`src/rtl/mem_burst_reader.sv`:
```
// Burst read initiator: walks a read-only memory port from start_addr for
// `length` words and streams the captured words over a valid/ready interface.
module mem_burst_reader #(
  parameter int DATA_WIDTH = 8,
  parameter int ADDR_WIDTH = 16,
  parameter int LEN_WIDTH  = 16
) (
  input  logic                  clk,
  input  logic                  rst,
  input  logic                  start,
  input  logic [ADDR_WIDTH-1:0] start_addr,
  input  logic [LEN_WIDTH-1:0]  length,
  output logic                  busy,
  output logic                  done,
  output logic [ADDR_WIDTH-1:0] mem_addr,
  output logic                  mem_oenable,
  input  logic [DATA_WIDTH-1:0] mem_data,
  output logic [DATA_WIDTH-1:0] out_data,
  output logic                  out_valid,
  output logic                  out_last,
  input  logic                  out_ready,
  output logic [1:0]            dbg_state
);

  // Stream handshake: a word transfers on a rising edge where out_valid and
  // out_ready are both high; out_data/out_last stay stable while valid & !ready.
  typedef enum logic [1:0] {
    S_IDLE  = 2'd0,
    S_READ  = 2'd1,
    S_DRAIN = 2'd2
  } state_t;

  state_t                state_q, state_d;
  logic [ADDR_WIDTH-1:0] addr_q, addr_d;
  logic [LEN_WIDTH-1:0]  remaining_q, remaining_d;
  logic [DATA_WIDTH-1:0] data_q, data_d;
  logic                  valid_q, valid_d;
  logic                  last_q, last_d;
  logic                  done_q, done_d;

  always_comb begin
    state_d     = state_q;
    addr_d      = addr_q;
    remaining_d = remaining_q;
    data_d      = data_q;
    valid_d     = valid_q;
    last_d      = last_q;
    done_d      = 1'b0;
    mem_oenable = 1'b0;

    case (state_q)
      S_IDLE: begin
        if (start) begin
          if (length != '0) begin
            state_d     = S_READ;
            addr_d      = start_addr;
            remaining_d = length;
          end else begin
            done_d = 1'b1;
          end
        end
      end

      S_READ: begin
        // A read is only issued when the output register is free or emptying.
        mem_oenable = !valid_q || out_ready;
        if (mem_oenable) begin
          data_d      = mem_data;
          valid_d     = 1'b1;
          last_d      = (remaining_q == LEN_WIDTH'(1));
          addr_d      = addr_q + ADDR_WIDTH'(1);
          remaining_d = remaining_q - LEN_WIDTH'(1);
          if (remaining_q == LEN_WIDTH'(1)) begin
            state_d = S_DRAIN;
          end
        end
      end

      S_DRAIN: begin
        if (valid_q && out_ready) begin
          valid_d = 1'b0;
          last_d  = 1'b0;
          done_d  = 1'b1;
          state_d = S_IDLE;
        end
      end

      default: state_d = S_IDLE;
    endcase
  end

  always_ff @(posedge clk) begin
    if (rst) begin
      state_q     <= S_IDLE;
      addr_q      <= '0;
      remaining_q <= '0;
      data_q      <= '0;
      valid_q     <= 1'b0;
      last_q      <= 1'b0;
      done_q      <= 1'b0;
    end else begin
      state_q     <= state_d;
      addr_q      <= addr_d;
      remaining_q <= remaining_d;
      data_q      <= data_d;
      valid_q     <= valid_d;
      last_q      <= last_d;
      done_q      <= done_d;
    end
  end

  assign busy      = (state_q != S_IDLE);
  assign done      = done_q;
  assign mem_addr  = addr_q;
  assign out_data  = data_q;
  assign out_valid = valid_q;
  assign out_last  = last_q;
  assign dbg_state = state_q;

endmodule

```
`config.mk`:
```
export PLATFORM = sky130hd
export DESIGN_NAME = mem_burst_reader
export DESIGN_NICKNAME = d
export VERILOG_FILES = /design/src/rtl/mem_burst_reader.sv
export SDC_FILE = /design/constraint.sdc
export NUM_CORES = 1
export LEC_CHECK = 0
export CAP_MARGIN = 40
export CORE_AREA = 8 8 86 88
export CTS_CLUSTER_SIZE = 12
export DETAILED_ROUTE_END_ITERATION = 8
export DIE_AREA = 0 0 94 96
export PLACE_DENSITY = 0.75
export REMOVE_ABC_BUFFERS = 1
export SLEW_MARGIN = 10
export SYNTH_ARGS = -nofsm -noshare
export SYNTH_HDL_FRONTEND = slang
export SYNTH_SLANG_ARGS = --single-unit
export TNS_END_PERCENT = 5
```
`constraint.sdc`:
```
create_clock -name clk -period 4.2 [get_ports clk]
set_input_delay 0.84 -clock clk [delete_from_list [all_inputs] [get_ports clk]]
set_output_delay 0.84 -clock clk [all_outputs]
set_load 0.05 [all_outputs]
```
Yosys cells after proc, flatten, opt, wreduce, memory -nomap -nowiden
Cells that the tools add are included.

storage, ports and cells
  output and inout port bits = 31
  flip-flop bits (word level) = 45
  word-level logic and storage cells = 53
  bits of input ports = 44

operators by class
  equal/unequal tests = 8
  reduce and logical (&&, ||, !) cells = 12
  $add $sub $neg = 2
  multiplexer cells = 24

operators with widths
  cell                   number
  $mux 16                6
  $pmux 16 s2            2
  $add 16x1->16 const B  1
  $eq 16x1->1 const B    1
  $reduce_bool 16->1     1
  $sub 16x1->16 const B  1
  $mux 2                 5
  $ne 2x2->1 const B     5
  $mux 1                 7
  $pmux 1 s2             3
  $pmux 2 s3             1
  $reduce_bool 2->1      3
  $reduce_and 5->1       1
  $reduce_and 4->1       1
  $reduce_and 3->1       1
  $eq 2x1->1 const B     1
  $eq 2x2->1 const B     1
  $logic_not 2->1        1
  $reduce_and 2->1       1
  $logic_and 1x1->1      1
  $logic_not 1->1        1
  $logic_or 1x1->1       1

Longest topological paths before layout
  word-level depth = 4
  mapped depth = 8
  depth with buffers taken out = 7

Worst setup path before layout
OpenSTA, ideal clock, no wires.

  path type = input to output
  start = input port out_ready
  end = output port mem_oenable
  buffers on the path = 1
  slack = 1.614 ns
  required time = 3.360 ns
  stages on the path = 4
  arrival = 1.746 ns
  cells stage by stage = nor2b_1 nand2b_1 buf_2 clkinv_1

on the way
  longest elaborated chain between the ends = 2

ends and longest elaborated chain
  item              line  RTL
  from (decl)       21    input logic out_ready,
  $logic_or 1x1->1  66    mem_oenable = !valid_q || out_ready;
  $mux 1            51    case (state_q)
  to (decl)         16    output logic mem_oenable,

No other way between the ends.

Worst setup path after layout
Same ends and word-level chain as after synthesis.

==> results.sh <==
export IMPL_n_fill_cell=562
export IMPL_status="finished, final reports clean"
export IMPL_post_cts_setup_buffers=0
export IMPL_crit_type="primary input to primary output"
export IMPL_synth_edf_count=0
export IMPL_cp_end_kind="primary output"
export IMPL_netSwitchingFraction_pct=36.6
export IMPL_cts_buffers=5
export IMPL_multiInputGateArea_mm2=0.00158
export IMPL_gp_congestion=0.847
export IMPL_hold_class="flop to flop"
export IMPL_tritoncts="yes"
export IMPL_finalCritPeriodShare_pct=83.8
export IMPL_io_buffers=74
export IMPL_setup_ws_ns=0.679
export IMPL_finalCriticalPeriod_ns=3.52
export IMPL_layout_drive_gt1_share_pct=8.61
export IMPL_avgSynthCellArea_um2=8.06
export IMPL_wire_per_inst_um=16.5
export IMPL_power_frac_comb_pct=34.7
export IMPL_synth_cells=329
export IMPL_rsz0062_at_grt="false"
export IMPL_h_tree_depth=2
export IMPL_pre_cts_slack_ns=0.684
export IMPL_finalSetupViolations=0
export IMPL_synthesis_area_mm2=0.00265
export IMPL_cp_arrival_ns=2.68
export IMPL_routed_wl_mm=7.78
export IMPL_reg2reg_slack_ns=1.75
export IMPL_std_cell_rows=29
export IMPL_maxCapViolCount=0
export IMPL_hold_buffers=0
export IMPL_core_region_area_mm2=0.00610
export IMPL_critPathLaunchType="primary input"
export IMPL_tns_ns=0
export IMPL_p_int_mw=0.826
export IMPL_finalHoldViolCount=0
export IMPL_cts_root_buf="clkbuf_8"
export IMPL_seqPwrFrac_pct=40.3
export IMPL_ys_async_sr_fraction_pct=0
export IMPL_clock_latency_ns=0.30
export IMPL_dpl_instance_area_mm2=0.00340
export IMPL_worst_hold_slack_ns=0.458
export IMPL_min_to="out_data[2]"
export IMPL_final_area_mm2=0.00351
export IMPL_start_util_pct=43.5
export IMPL_worstHoldStart="out_data[2]"
export IMPL_ctsResizeCount=0
export IMPL_clock_skew_ns=0.00648
export IMPL_drt_pass1_iterations=4
export IMPL_synthFlopType="dfxtp_1"
export IMPL_p_leak_nw=1.23
export IMPL_worst_slew_pin_transition_ns=0.714
export IMPL_clock_fmax_ghz=0.284
export IMPL_ff_latch_area_um2=901
export IMPL_viasPerCell=5.83
export IMPL_antenna_found_initial=0
export IMPL_crit_required_ns=3.36
export IMPL_synth_seq_area_share_pct=34.0
export IMPL_synth_seq_cells=45
export IMPL_ys_warn_count=0
export IMPL_clk_pin_slew_ns=0.09
export IMPL_rr_worst_depth=7
export IMPL_irDropWorstVdd_v=0.000165
export IMPL_die_w_um=94
export IMPL_dp_hpwl_mm=5.67
export IMPL_drcViolationCount=0
export IMPL_grt_use_total_pct=17.6
export IMPL_clkPwrFrac_pct=25.0
export IMPL_switchingPower_mw=0.476
export IMPL_grt_pass1_wl_mm=13.0
export IMPL_clock_path_buffers=2
export IMPL_r2r_start="dbg_state[0]"
export IMPL_power_density_mw_per_mm2=371
export IMPL_drt_first_iter_violations=170
export IMPL_slew_violations=0
export IMPL_first_global_vias=2728
export IMPL_synth_cell_types=66
export IMPL_num_vias=2750
export IMPL_grt_overflow_total=0
export IMPL_synthToLayoutAreaGrowth_pct=32.3
export IMPL_fin_nets=442
export IMPL_reg2reg_to="mem_addr[0]"
export IMPL_drtAntennaViolNets=0
export IMPL_n_antenna_cell=0
export IMPL_die_h_um=96
export IMPL_holdPathStages=2
export IMPL_pin_count=75
export IMPL_grt_max_degree=42
export IMPL_cp_max_fo=10
export IMPL_dieArea_mm2=0.00902
export IMPL_max_slew_margin_rel_pct=52.4
export IMPL_cts_sinks=45
metrics by stage:
| step | total power [mW] | cells | utilization, % |
|---|---|---|---|
| 6_report | 1.30 | 472 | 57.6 |
| 5_1_grt | 1.37 | 472 | 57.6 |
| 4_1_cts | 1.31 | 472 | 57.6 |
| 3_5_place_dp | 0.985 | 465 | 55.8 |
| 3_3_place_gp | 0.972 | 464 | 55.4 |
| 2_1_floorplan | 0.813 | 308 | - |
worst max-delay path, cell delays in order:
cell,delay (ns)
clkdlybuf4s50_1,0.45
nor2b_1,0.22
nand2b_1,0.16
clkinv_1,0.24
clkdlybuf4s50_1,0.78
synth_stat cells (5+ instances only):
cell type | instances | area (um^2)
nor2b_1 | 7 | 43.8
nor3_1 | 9 | 45.0
nand3_1 | 7 | 35.0
nor2_1 | 23 | 86.3
a211oi_1 | 9 | 67.6
clkbuf_1 | 7 | 26.3
dfxtp_1 | 45 | 901
nand2_1 | 38 | 143
buf_6 | 5 | 56.3
a21oi_1 | 47 | 235
inv_1 | 7 | 26.3
nand2b_1 | 8 | 50.1
o21ai_0 | 26 | 130
nor4_1 | 6 | 37.5
buf_2 | 6 | 30.0
per-layer routing:
layer | up-vias | wire [um] | track usage [%] | part of all wire (%)
met4 | 0 | 97 | 5.55 | 1.2
met1 | 1291 | 3140 | 22.0 | 40
met3 | 9 | 618 | 4.29 | 7.9
li1 | 1357 | - | - | -
met5 | - | 0 | 0 | 0
met2 | 93 | 3920 | 29.2 | 50
logic make-up after synthesis:
group                      count (synthesis)  synth area share [%]
AOI/OAI and AO/OA                        121                  29.2
xor gates and xnor gates                   3                 0.991
adders and majority gates                  3                  1.42
buffers and inverters                     29                  6.56
DFF                                       45                  34.0
muxes                                      2                 0.802
and+or+nand+nor                          126                  27.0
cell usage in the layout, fill, tap and decap left out, types with 4 or more instances in the layout:
master and count:
nor4_1 6, dfxtp_1 45, nand2_1 38, nor2_1 23, inv_1 7, nor2b_1 7
nand3_1 7, buf_4 5, nand2b_1 8, clkbuf_8 5, clkdlybuf4s50_1 73, o21ai_0 26
nor3_1 9, and3_1 4, a211oi_1 9, o32ai_1 4, a21oi_1 47
flip-flops by register name, indices dropped and copies added (netlist names):
| signal | count |
|---|---|
| mem_addr | 16 |
| remaining_q | 16 |
| out_data | 8 |
| dbg_state | 2 |
| done | 1 |
| out_last | 1 |
| out_valid | 1 |
how the worst max path moves through the flow:
stage,from,to
after floorplan,dbg_state[0],mem_oenable
after global placement,out_ready,mem_oenable
after detailed placement,out_ready,mem_oenable
after CTS,out_ready,mem_oenable
after global routing,out_ready,mem_oenable
final,out_ready,mem_oenable
power groups by stage:
stage | Combinational (mW) | Clock [mW] | Sequential [mW]
detailed placement | 0.451 | 0 | 0.534
CTS | 0.454 | 0.329 | 0.524
finish | 0.452 | 0.325 | 0.525
global placement | 0.440 | 0 | 0.532
global route | 0.492 | 0.348 | 0.534
floorplan | 0.201 | 0 | 0.612
area by class of cell:
class                   count  area share, %
flip-flops and latches     45           25.7
clock buffers               5           1.96
inverters                   8          0.856
multi-input cells         255           44.9
well taps                  77           2.75
clock inverters             2          0.999
repair buffers             80           22.8
No activity file was read; power rests on OpenSTA's default activity.
